<file path="config.mk">
export PLATFORM = sky130hd
export DESIGN_NAME = note_decoder
export DESIGN_NICKNAME = d
export VERILOG_FILES = /design/src/rtl/note_decoder_pkg.sv /design/src/rtl/note_decoder_tone_period_meter.sv /design/src/rtl/note_decoder.sv
export SDC_FILE = /design/constraint.sdc
export NUM_CORES = 1
export LEC_CHECK = 0
export BUFFER_PORTS_ARGS = -buffer_cell sky130_fd_sc_hd__clkbuf_2
export CORE_ASPECT_RATIO = 0.6
export CORE_UTILIZATION = 49
export CTS_CLUSTER_SIZE = 16
export DETAILED_ROUTE_END_ITERATION = 10
export PLACE_DENSITY = 0.69
export SLEW_MARGIN = 30
export SYNTH_ARGS = -nofsm -noshare
export SYNTH_HDL_FRONTEND = slang
export SYNTH_SLANG_ARGS = --single-unit
</file>
<file path="constraint.sdc">
create_clock -name clk -period 3.05 [get_ports clk]
set_input_delay 0.305 -clock clk [delete_from_list [all_inputs] [get_ports clk]]
set_output_delay 0.305 -clock clk [all_outputs]
set_load 0.02 [all_outputs]
</file>
<file path="src/rtl/note_decoder_pkg.sv">
// Shared constants, note period table and bin-bound helpers for the note decoder.
// Bins are contiguous; each lower bound is the floor midpoint to the next shorter note.
package note_decoder_pkg;

    localparam int unsigned CNT_W     = 19;
    localparam int unsigned NUM_NOTES = 16;

    // Full square-wave period of each note in 100 MHz clk cycles, A3 (code 0) .. B5 (code F)
    localparam int unsigned NOTE_PERIOD [NUM_NOTES] = '{
        454546, 404956, 382226, 340524, 303370, 286344, 255106, 227272,
        202476, 191114, 170262, 151686, 143174, 127552, 113636, 101238
    };

    localparam int unsigned HI_TOP    = 479_341;
    localparam int unsigned LO_BOTTOM = 95_039;

    typedef enum logic [0:0] {
        StIdle,
        StArmed
    } state_e;

    function automatic int unsigned note_lo(logic [3:0] k);
        if (k == 4'd15) begin
            return LO_BOTTOM;
        end
        return (NOTE_PERIOD[k] + NOTE_PERIOD[k + 4'd1]) / 2;
    endfunction

    function automatic int unsigned note_hi(logic [3:0] k);
        if (k == 4'd0) begin
            return HI_TOP;
        end
        return note_lo(k - 4'd1);
    endfunction

endpackage

</file>
<file path="src/rtl/note_decoder_tone_period_meter.sv">
// Synchronises the audio line, strobes on each rising edge and counts clk cycles
// since the last strobe, saturating at the silence timeout.
module note_decoder_tone_period_meter
    import note_decoder_pkg::*;
#(
    parameter int unsigned TIMEOUT_CYCLES = 500_000
) (
    input  logic             clk_i,
    input  logic             reset_i,
    input  logic             audio_i,
    output logic             strobe_o,
    output logic [CNT_W-1:0] cnt_o,
    output logic             timeout_o
);

    localparam logic [CNT_W-1:0] CntMax = CNT_W'(TIMEOUT_CYCLES);

    logic [1:0]       sync_q;
    logic             prev_q;
    logic [CNT_W-1:0] cnt_q, cnt_d;

    always_ff @(posedge clk_i) begin
        if (reset_i) begin
            sync_q <= '0;
            prev_q <= 1'b0;
            cnt_q  <= '0;
        end else begin
            sync_q <= {sync_q[0], audio_i};
            prev_q <= sync_q[1];
            cnt_q  <= cnt_d;
        end
    end

    always_comb begin
        strobe_o = sync_q[1] & ~prev_q;
        if (strobe_o) begin
            cnt_d = CNT_W'(1);
        end else if (cnt_q == CntMax) begin
            cnt_d = cnt_q;
        end else begin
            cnt_d = cnt_q + CNT_W'(1);
        end
    end

    assign cnt_o     = cnt_q;
    assign timeout_o = (cnt_q == CntMax);

endmodule

</file>
<file path="src/rtl/note_decoder.sv">
// Decodes the period of a live square wave into a 4-bit note code with a stability filter.
// SCALE_SHIFT divides every period bound by 2**SCALE_SHIFT; 0 gives the 100 MHz tables.
module note_decoder
    import note_decoder_pkg::*;
#(
    parameter int unsigned STABLE_COUNT   = 3,
    parameter int unsigned TIMEOUT_CYCLES = 500_000,
    parameter int unsigned SCALE_SHIFT    = 0
) (
    input  logic             clk,
    input  logic             reset,
    input  logic             audio_in,
    output logic [3:0]       hex,
    output logic             valid,
    output logic             note_change,
    output logic [CNT_W-1:0] period
);

    localparam int unsigned      StabW   = $clog2(STABLE_COUNT + 1);
    localparam logic [StabW-1:0] StabMax = StabW'(STABLE_COUNT);

    logic             strobe;
    logic             timeout;
    logic [CNT_W-1:0] cnt;

    note_decoder_tone_period_meter #(
        .TIMEOUT_CYCLES(TIMEOUT_CYCLES)
    ) u_meter (
        .clk_i    (clk),
        .reset_i  (reset),
        .audio_i  (audio_in),
        .strobe_o (strobe),
        .cnt_o    (cnt),
        .timeout_o(timeout)
    );

    state_e           state_q, state_d;
    logic [CNT_W-1:0] period_q, period_d;
    logic             pend_q, pend_d;
    logic [3:0]       cand_q, cand_d;
    logic [StabW-1:0] stab_q, stab_d;
    logic [3:0]       hex_q, hex_d;
    logic             valid_q, valid_d;
    logic             chg_q, chg_d;

    logic [NUM_NOTES-1:0] bin_hit;
    logic                 bin_any;
    logic [3:0]           bin;

    for (genvar g = 0; g < NUM_NOTES; g++) begin : g_bin
        localparam logic [CNT_W-1:0] Lo = CNT_W'(note_lo(4'(g)) >> SCALE_SHIFT);
        localparam logic [CNT_W-1:0] Hi = CNT_W'(note_hi(4'(g)) >> SCALE_SHIFT);
        assign bin_hit[g] = (period_q >= Lo) && (period_q < Hi);
    end

    // Bins never overlap, so at most one bit of bin_hit is set.
    always_comb begin
        bin_any = |bin_hit;
        bin     = '0;
        for (int k = 0; k < NUM_NOTES; k++) begin
            if (bin_hit[k]) begin
                bin = 4'(k);
            end
        end
    end

    always_ff @(posedge clk) begin
        if (reset) begin
            state_q  <= StIdle;
            period_q <= '0;
            pend_q   <= 1'b0;
            cand_q   <= '0;
            stab_q   <= '0;
            hex_q    <= '0;
            valid_q  <= 1'b0;
            chg_q    <= 1'b0;
        end else begin
            state_q  <= state_d;
            period_q <= period_d;
            pend_q   <= pend_d;
            cand_q   <= cand_d;
            stab_q   <= stab_d;
            hex_q    <= hex_d;
            valid_q  <= valid_d;
            chg_q    <= chg_d;
        end
    end

    always_comb begin
        state_d  = state_q;
        period_d = period_q;
        pend_d   = 1'b0;
        cand_d   = cand_q;
        stab_d   = stab_q;
        hex_d    = hex_q;
        valid_d  = valid_q;
        chg_d    = 1'b0;

        case (state_q)
            StIdle: begin
                if (strobe) begin
                    state_d = StArmed;
                end
            end
            StArmed: begin
                if (strobe) begin
                    period_d = cnt;
                    pend_d   = 1'b1;
                end else if (timeout) begin
                    state_d = StIdle;
                    valid_d = 1'b0;
                    stab_d  = '0;
                end
            end
            default: state_d = StIdle;
        endcase

        // Classification of the period latched on the previous cycle.
        if (pend_q) begin
            if (!bin_any) begin
                stab_d = '0;
            end else if (bin == cand_q) begin
                stab_d = (stab_q == StabMax) ? stab_q : stab_q + StabW'(1);
            end else begin
                cand_d = bin;
                stab_d = StabW'(1);
            end
            if (bin_any && (stab_d == StabMax)) begin
                hex_d   = cand_d;
                valid_d = 1'b1;
                chg_d   = !valid_q || (hex_q != cand_d);
            end
        end
    end

    assign hex         = hex_q;
    assign valid       = valid_q;
    assign note_change = chg_q;
    assign period      = period_q;

endmodule
</file>
==> results of run 1 <==
kinds of logic after synthesis:
logic type	count (synthesis)
AOI/OAI and AO/OA	119
muxes	3
and+or+nand+nor	209
xor gates and xnor gates	21
adders and majority gates	2
buffers and inverters	51
DFF	55
final cells by class:
| cell class | count | area, um2 |
|---|---|---|
| fillers | 569 | 2506 |
| multi-input cells | 355 | 2290 |
| flip-flops and latches | 55 | 1106 |
| repair buffers | 74 | 524.3 |
| clock buffers | 6 | 138.9 |
| well taps | 87 | 108.9 |
| inverters | 11 | 41.29 |
| clock inverters | 2 | 18.77 |
placed cells by master (no fill, tap or decap), types with 9 or more instances in the layout:
cell type	netlist	routed
nand2_1	65	63
dfxtp_1	55	51
nor2_1	43	43
a21oi_1	43	42
buf_4	0	42
clkbuf_2	1	27
nand3_1	18	18
o21ai_0	15	13
nor3_1	18	13
inv_1	11	11
xor2_1	10	10
nand4_1	9	9
xnor2_1	11	9
through the flow:
stage / hold WS, ns / TNS [ns] / instances / setup WS (ns)
after global routing: 0.2255 / -0.8835 / 590 / -0.1598
after global placement: 0.4258 / -0.05002 / 575 / -0.02843
after detailed placement: 0.4494 / -0.2665 / 575 / -0.1032
after CTS: 0.2201 / -0.01356 / 583 / -0.01356
after floorplan: 0.4138 / -0.001085 / 460 / -0.001085
final: 0.2166 / -0.2958 / 590 / -0.06928
state kept, by name, summed over array words and instances, names as in the netlist:
name            cells
period             19
u_meter.cnt_o      19
cand_q              4
hex                 4
stab_q              2
u_meter.sync_q      2
note_change         1
pend_q              1
state_q             1
u_meter.prev_q      1
valid               1
per-layer routing:
layer | part of all wire | routed length [um] | vias up
met1 | 0.48 | 5012 | 1777
met3 | 0.098 | 1027 | 11
met4 | 0.0095 | 100 | 0
met2 | 0.41 | 4352 | 198
li1 | - | - | 1761
met5 | 0 | 0 | -
timing repair:
item                       CTS  global route
setup endpoints to repair    6            11
cloned                       0             1
buffers inserted             0             6
hold endpoints to repair     0             0
hold buffers                 0             0
pin swaps                    0            11
resized for setup            4            33
final timing paths:
kind | slack (ns) | to | from
hold reg to reg | 0.46 | u_meter.sync_q[1] | u_meter.sync_q[0]
hold / removal | 0.22 | u_meter.sync_q[0] | audio_in
setup / recovery | -0.07 | hex[2] | period[9]
setup reg to reg | -0.07 | hex[2] | period[9]
power groups by stage:
stage	logic [mW]	registers (mW)	clock network, mW
3_3_place_gp	0.0299	0.746	0
5_1_grt	0.0358	0.730	0.645
2_1_floorplan	0.0250	0.744	0
6_report	0.0314	0.729	0.604
3_5_place_dp	0.0311	0.746	0
4_1_cts	0.0313	0.729	0.615
==> out/qor.tcl, run 1 <==
set qor(run_status) {finished, violations left}
set qor(violations_in_the_final_reports) {setup timing}
set qor(antenna_violating_nets_post_route) 0
set qor(grt_antenna_before_repair) 0
set qor(power.ir.vdd_worst_mv) 0.2489
set qor(worst_slew_margin_rel) 0.3132
set qor(reg2reg_depth) 9
set qor(io_pins) 28
set qor(die_width_um) 110.1
set qor(synthDominantAreaCellType) {dfxtp_1}
set qor(synth_cell_type_count) 69
set qor(synth-edff-count) 0
set qor(worstHoldPathCells) 2
set qor(final_nets) 507
set qor(synth-adder-area-share) 0.007278
set qor(compound_cell_area_share_of_the_yosys_netlist) 0.2347
set qor(startpoint_types) {register}
set qor(vias) 3747
set qor(worstMarginPinSlew_ns) 1.017
set qor(final_period_minus_worst_setup_slack_ns) 3.119
set qor(setup_viol) 5
set qor(yosys_most_used_dff) {dfxtp_1}
set qor(switchingPower_uw) 299.0
set qor(finalInstanceArea_mm2) 0.004228
set qor(path_delay_family) {simple AND/OR/NAND/NOR gates}
set qor(cts.root.buffer_cell) {clkbuf_16}
set qor(comb_power_share) 0.023
set qor(yosysWarningCount) 0
set qor(commonest_cells_post_synth) {nand2_1 (65), dfxtp_1 (55), a21oi_1 (43), nor2_1 (43), clkbuf_1 (35)}
set qor(clk_pin_slew_worst_paths_ns) 0.07
set qor(use_met2) 0.3977
set qor(place_congestion) 1.015
set qor(syn-instance-count) 460
set qor(grt_overflow) 0
set qor(timing.final.hold_violations) 0
set qor(cts.path.max_buffers) 2
set qor(avgSynthCellArea_um2) 7.475
set qor(clkSinkCount) 55
set qor(power_density_mw_per_mm2) 322.7
set qor(crit_path_cell_trace) {or2_2, or4b_2, a41o_1, nand2_1, nand4b_1, xnor2_1, o2111ai_2, nor3_2, nor3_1}
set qor(grt_start_max_net_pins) 38
set qor(grt_pass1_vias) 3108
set qor(share_of_cell_area_taken_by_muxes_after_synthesis) 0.009461
set qor(finish.utilization) 0.6278
set qor(grt_busiest_layer) {met1}
set qor(max_cap_viol_count) 0
set qor(die_h_um) 66.89
set qor(cp_data_arrival_time_ns) 3.27
set qor(fraction_of_layout_cells_with_a_size_suffix_above_1) 0.2505
set qor(final_min_period_over_clock_period) 1.023
set qor(slowest_stage) {or4b_2}
set qor(power_report.internal_total_mw) 1.065
set qor(synth.cell_area_mm2) 0.003438
set qor(synth_most_common_cell) {nand2_1}
set qor(clock.fmax_mhz) 320.6
set qor(synth_sequential_area_ratio) 0.3202
set qor(path_class) {reg2reg}
set qor(via_per_inst) 6.351
set qor(core_region_area_mm2) 0.006734
set qor(yosys.area_share.xor_xnor) 0.05349
set qor(drt_iter0_drc) 423
set qor(postSynth.asyncResetShare) 0
set qor(areaGrowthSynthToFinish_pct) 22.96
set qor(dpl_cell_area_mm2) 0.003851
set qor(htreeDepth) 2
set qor(synth_simple_gate_area_frac) 0.3144
set qor(largest_family_of_logic_cells_by_synthesized_area) {simple AND/OR/NAND/NOR gates}
set qor(placement_rows) 23
set qor(place.port_buffers) 27
set qor(clock_power_share) 0.442
set qor(critical_path_required_ns) 3.20
set qor(globalRouteMet3Util) 0.05479
set qor(critical_path_cell_count) 9
set qor(drc_errors) 0
set qor(drt_pass1_iterations) 7
set qor(cp.buffers_inverters) 0
set qor(grt.met1_usage) 0.4385
set qor(end_kind) {register}
set qor(finalWorstSetupSlack_ns) -0.06928
set qor(skew_ns) 0.005441
set qor(power.switching_fraction) 0.2191
set qor(die_area_mm2) 0.007367
set qor(cts_bufs_inserted) 5
set qor(grt_pass1_wl_um) 16010
set qor(critical_path.max_fanout) 4
set qor(static-leakage-power_nw) 1.601
set qor(grt_setup_unrepaired) {yes}
set qor(area_share_of_the_largest_cell_type_after_synthesis) 0.3202
set qor(insertedDiodeCount) 0
set qor(hpwl_um) 7330
set qor(number_of_pins_with_negative_max_slew_slack_in_the_final_report) 0
set qor(tritoncts) {done}
set qor(drt-wirelength-per-cell_um) 17.78
set qor(power.sequential.fraction) 0.534
set qor(holdCritPathClass) {in2reg}
set qor(routed_wire_length_um) 10490
set qor(netlist_top_cells_area) {dfxtp_1 (32%), nand2_1 (7.1%), a21oi_1 (6.3%)}
set qor(clk_latency_ns) 0.30
set qor(max_stage_delay_ns) 0.64
set qor(initial_utilization) 0.5106
set qor(design_power_total_mw) 1.364
set qor(synth_nets) 465
set qor(grt.total_usage) 0.2840
set qor(yosys_reg_bits) 55
Note: power is estimated with default switching activity, not from simulation.
==> run 2, diff against run 1 <==
--- a/config.mk
+++ b/config.mk
@@ -7,5 +7,5 @@
 export LEC_CHECK = 0
 export BUFFER_PORTS_ARGS = -buffer_cell sky130_fd_sc_hd__clkbuf_2
-export CORE_ASPECT_RATIO = 0.6
+export CORE_ASPECT_RATIO = 0.8
 export CORE_UTILIZATION = 49
 export CTS_CLUSTER_SIZE = 16
@@ -15,3 +15,4 @@
 export SYNTH_ARGS = -nofsm -noshare
 export SYNTH_HDL_FRONTEND = slang
+export SYNTH_HIERARCHICAL = 1
 export SYNTH_SLANG_ARGS = --single-unit
==> constraint.sdc (replaced) <==
create_clock -name clk -period 3.05 [get_ports clk]
set_input_delay 0.4575 -clock clk [delete_from_list [all_inputs] [get_ports clk]]
set_output_delay 0.4575 -clock clk [all_outputs]
set_load 0.02 [all_outputs]
==> run 2 against run 1 <==
The run now ends clean. Maximum frequency up 8.7%. Core utilization decreased by 4.3 points. Die area is 1.4% lower. Critical path depth stayed put. Setup slack better by 0.25 ns. Area after synthesis fell by 1.3%. First-iteration DRC count down 36%. Critical path type unchanged. Largest power group unchanged.
==> out/qor.tcl, run 2 <==
set qor(vias) 3457 ;# was 3747
set qor(largest_family_of_logic_cells_by_synthesized_area) {simple AND/OR/NAND/NOR gates} ;# unchanged
set qor(areaGrowthSynthToFinish_pct) 12.61 ;# was 22.96%
set qor(die_width_um) 95.04 ;# was 110.1 um
set qor(yosys_reg_bits) 55 ;# unchanged
set qor(hpwl_um) 6717 ;# was 7330 um
set qor(run_status) {complete, no violations} ;# was finished, violations left
set qor(post_cts_buffers) 0 ;# unchanged
set qor(total_of_fill_cells_in_the_finished_design) 624 ;# was 569
set qor(worst_slew_margin_rel) 0.5786 ;# was 0.3132
set qor(synth_sequential_area_ratio) 0.3245 ;# was 0.3202
set qor(area_share_of_the_largest_cell_type_after_synthesis) 0.3245 ;# was 0.3202
set qor(design_power_total_mw) 1.211 ;# was 1.364 mW
set qor(place_congestion) 0.9489 ;# was 1.015
set qor(mostFrequentLayoutCells) {nand2_1 (74), dfxtp_1 (45), nor2_1 (38)} ;# was nand2_1 (63), dfxtp_1 (51), nor2_1 (43)
set qor(critical_path.max_fanout) 11 ;# was 4
set qor(cts.path.max_buffers) 2 ;# unchanged
set qor(worstMarginPinSlew_ns) 0.6322 ;# was 1.017 ns
set qor(share_of_cell_area_taken_by_muxes_after_synthesis) 0.005900 ;# was 0.009461
set qor(grt_pass1_wl_um) 14510 ;# was 16010 um
set qor(power.switching_fraction) 0.2345 ;# was 0.2191
set qor(clk_latency_ns) 0.31 ;# was 0.30 ns
set qor(critical_path_required_ns) 3.30 ;# was 3.20 ns
set qor(core_region_area_mm2) 0.006539 ;# was 0.006734 mm2
set qor(synth_nets) 459 ;# was 465
set qor(place_worst_setup_slack_ns) 0.06445 ;# was -0.1032 ns
set qor(io_pins) 28 ;# unchanged
set qor(die_area_mm2) 0.007264 ;# was 0.007367 mm2
set qor(drt_iter0_drc) 271 ;# was 423
set qor(synth.cell_area_mm2) 0.003393 ;# was 0.003438 mm2
set qor(die_h_um) 76.43 ;# was 66.89 um
set qor(final_nets) 489 ;# was 507
set qor(max_cap_viol_count) 0 ;# unchanged
set qor(via_per_inst) 6.076 ;# was 6.351
set qor(synthDominantAreaCellType) {dfxtp_1} ;# unchanged
set qor(fraction_of_layout_cells_with_a_size_suffix_above_1) 0.1794 ;# was 0.2505
set qor(power_report.internal_total_uw) 927.3 ;# was 1.065 mW
set qor(sequential_cell_area_mm2) 0.001114 ;# was 0.001106 mm2
set qor(timing.final.hold_violations) 0 ;# unchanged
set qor(final_min_period_over_clock_period) 0.9412 ;# was 1.023
set qor(layout.cells.most_common) {nand2_1} ;# unchanged
set qor(synth_most_common_cell) {nand2_1} ;# unchanged
set qor(multi_input_gate_area_in_the_final_layout_mm2) 0.002098 ;# was 0.002290 mm2
set qor(grt_pass1_vias) 3052 ;# was 3108
set qor(setup_viol) 0 ;# was 5
set qor(power.ir.vdd_worst_mv) 0.2798 ;# was 0.2489 mV
set qor(switchingPower_uw) 284.1 ;# was 299.0 uW
set qor(finalWorstSetupSlack_ns) 0.1792 ;# was -0.06928 ns
set qor(final_period_minus_worst_setup_slack_ns) 2.871 ;# was 3.119 ns
set qor(dp_cells) 561 ;# was 575
set qor(routed_wire_length_um) 8852 ;# was 10490 um
set qor(clock_power_share) 0.363 ;# was 0.442
set qor(final-instance-count-excl-fill) 569 ;# was 590
set qor(skew_ns) 0.01528 ;# was 0.005441 ns
set qor(power.sequential.fraction) 0.606 ;# was 0.534
set qor(power_density_mw_per_mm2) 317.0 ;# was 322.7 mW/mm2
set qor(place.port_buffers) 27 ;# unchanged
set qor(number_of_pins_with_negative_max_slew_slack_in_the_final_report) 0 ;# unchanged
set qor(comb_power_share) 0.031 ;# was 0.023
set qor(yosys_most_used_dff) {dfxtp_1} ;# unchanged
set qor(drt-wirelength-per-cell_um) 15.56 ;# was 17.78 um
set qor(clkSinkCount) 55 ;# unchanged
set qor(holdCritPathClass) {in2reg} ;# unchanged
set qor(static-leakage-power_nw) 1.348 ;# was 1.601 nW
set qor(clock.fmax_mhz) 348.3 ;# was 320.6 MHz
set qor(postSynth.asyncResetShare) 0 ;# unchanged
set qor(clk_pin_slew_worst_paths_ns) 0.10 ;# was 0.07 ns
set qor(finish.utilization) 0.5844 ;# was 0.6278
set qor(htreeDepth) 2 ;# unchanged
set qor(drt_pass1_iterations) 5 ;# was 7
set qor(placement_rows) 26 ;# was 23
set qor(yosys.area_share.xor_xnor) 0.04904 ;# was 0.05349
set qor(syn-instance-count) 454 ;# was 460
set qor(commonest_cells_post_synth) {nand2_1 (74), dfxtp_1 (55), nor2_1 (38)} ;# was nand2_1 (65), dfxtp_1 (55), a21oi_1 (43), nor2_1 (43), clkbuf_1 (35)
set qor(initial_utilization) 0.5189 ;# was 0.5106
set qor(startpoint_types) {register} ;# unchanged
set qor(grt.total_usage) 0.2504 ;# was 0.2840
set qor(insertedDiodeCount) 0 ;# unchanged
set qor(compound_cell_area_share_of_the_yosys_netlist) 0.2286 ;# was 0.2347
set qor(cts.root.buffer_cell) {clkbuf_8} ;# was clkbuf_16
set qor(synth-edff-count) 0 ;# unchanged
set qor(grt_antenna_before_repair) 0 ;# unchanged
set qor(avgSynthCellArea_um2) 7.474 ;# was 7.475 um2
set qor(drc_errors) 0 ;# unchanged
set qor(synth_cell_type_count) 72 ;# was 69
set qor(yosysWarningCount) 6 ;# was 0
set qor(netlist_top_cells_area) {dfxtp_1 (32%), nand2_1 (8.2%), a21oi_1 (5.3%)} ;# was dfxtp_1 (32%), nand2_1 (7.1%), a21oi_1 (6.3%)
set qor(tritoncts) {done} ;# unchanged
set qor(antenna_violating_nets_post_route) 0 ;# unchanged
set qor(synth_simple_gate_area_frac) 0.3230 ;# was 0.3144
set qor(cp_data_arrival_time_ns) 3.12 ;# was 3.27 ns
set qor(grt_start_max_net_pins) 28 ;# was 38
set qor(end_kind) {register} ;# unchanged
set qor(path_class) {reg2reg} ;# unchanged
set qor(cts_bufs_inserted) 5 ;# unchanged
set qor(synth-adder-area-share) 0.007375 ;# was 0.007278
set qor(grt_overflow) 0 ;# unchanged
-- run 2: changes by cell type in the layout (fill, tap and decap cells not counted), sizes merged, moves of 4 or more --
cell / before / now
nor2: 43 / 39
nand2: 65 / 74
a31oi: 3 / 10
nand4: 9 / 18
a21oi: 44 / 36
and2: 0 / 4
nor4: 5 / 10
buf: 47 / 27
inv: 12 / 17
-- run 2: worst paths after layout --
| path | endpoint | start | cells past startpoint | slack (ns) |
|---|---|---|---|---|
| min | u_meter/sync_q[0] | audio_in | 2 | 0.36 |
| min reg2reg | u_meter/sync_q[1] | u_meter/sync_q[0] | 1 | 0.45 |
| max | note_change | period[8] | 9 | 0.18 |
| max reg2reg | note_change | period[8] | 9 | 0.18 |
-- run 2: area by class of cell --
class / instances / area share
Clock inverter: 2 / 0.005239
Sequential cell: 55 / 0.2914
Timing Repair Buffer: 54 / 0.08841
Tap cell: 84 / 0.02750
Inverter: 17 / 0.01670
Multi-Input combinational cell: 351 / 0.5491
Clock buffer: 6 / 0.02161
-- run 2: logic make-up (layout without fill, tap and decap cells) --
| family | after synthesis | in the layout |
|---|---|---|
| buffers and inverters | 48 | 79 |
| and+or+nand+nor | 215 | 215 |
| DFF | 55 | 55 |
| xor gates and xnor gates | 19 | 19 |
| adders and majority gates | 2 | 2 |
| muxes | 2 | 2 |
| AOI/OAI and AO/OA | 113 | 113 |
-- run 2: critical path: stages, from the launching register on --
cell and delay [ns]:
dfxtp_2 0.44, nand2_1 0.09, or4_1 0.51, a311o_1 0.32
a2111o_1 0.38, nand4_1 0.14, xor2_1 0.10, or3_1 0.42
nor3_1 0.21, o311a_1 0.21
-- run 2: per-layer routing --
metal	GRT usage	part of all wire	up-vias
met5	0	0	-
met4	0.06061	0.013	0
met3	0.04391	0.061	12
met2	0.3727	0.44	124
met1	0.3707	0.49	1603
li1	-	-	1718
-- run 2: power groups by stage --
stage	clock network (mW)	registers, mW	logic (mW)
detailed placement	0	0.751	0.0369
global route	0.484	0.736	0.0417
CTS	0.459	0.734	0.0369
finish	0.440	0.734	0.0374
global placement	0	0.751	0.0341
floorplan	0	0.747	0.0258
-- run 2: repair_timing --
action / in CTS / in global routing
hold buffers: 0 / 0
endpoints found under the setup margin: 0 / 7
resized for setup: 0 / 13
-- run 2: per-stage QoR --
| step | setup TNS (ns) | area [um2] | hold slack, ns |
|---|---|---|---|
| after floorplan | 0 | 3393 | 0.4138 |
| after global placement | 0 | 3691 | 0.4242 |
| after detailed placement | 0 | 3691 | 0.4297 |
| after CTS | 0 | 3794 | 0.3509 |
| after global routing | -0.0005580 | 3821 | 0.3431 |
| final | 0 | 3821 | 0.3554 |
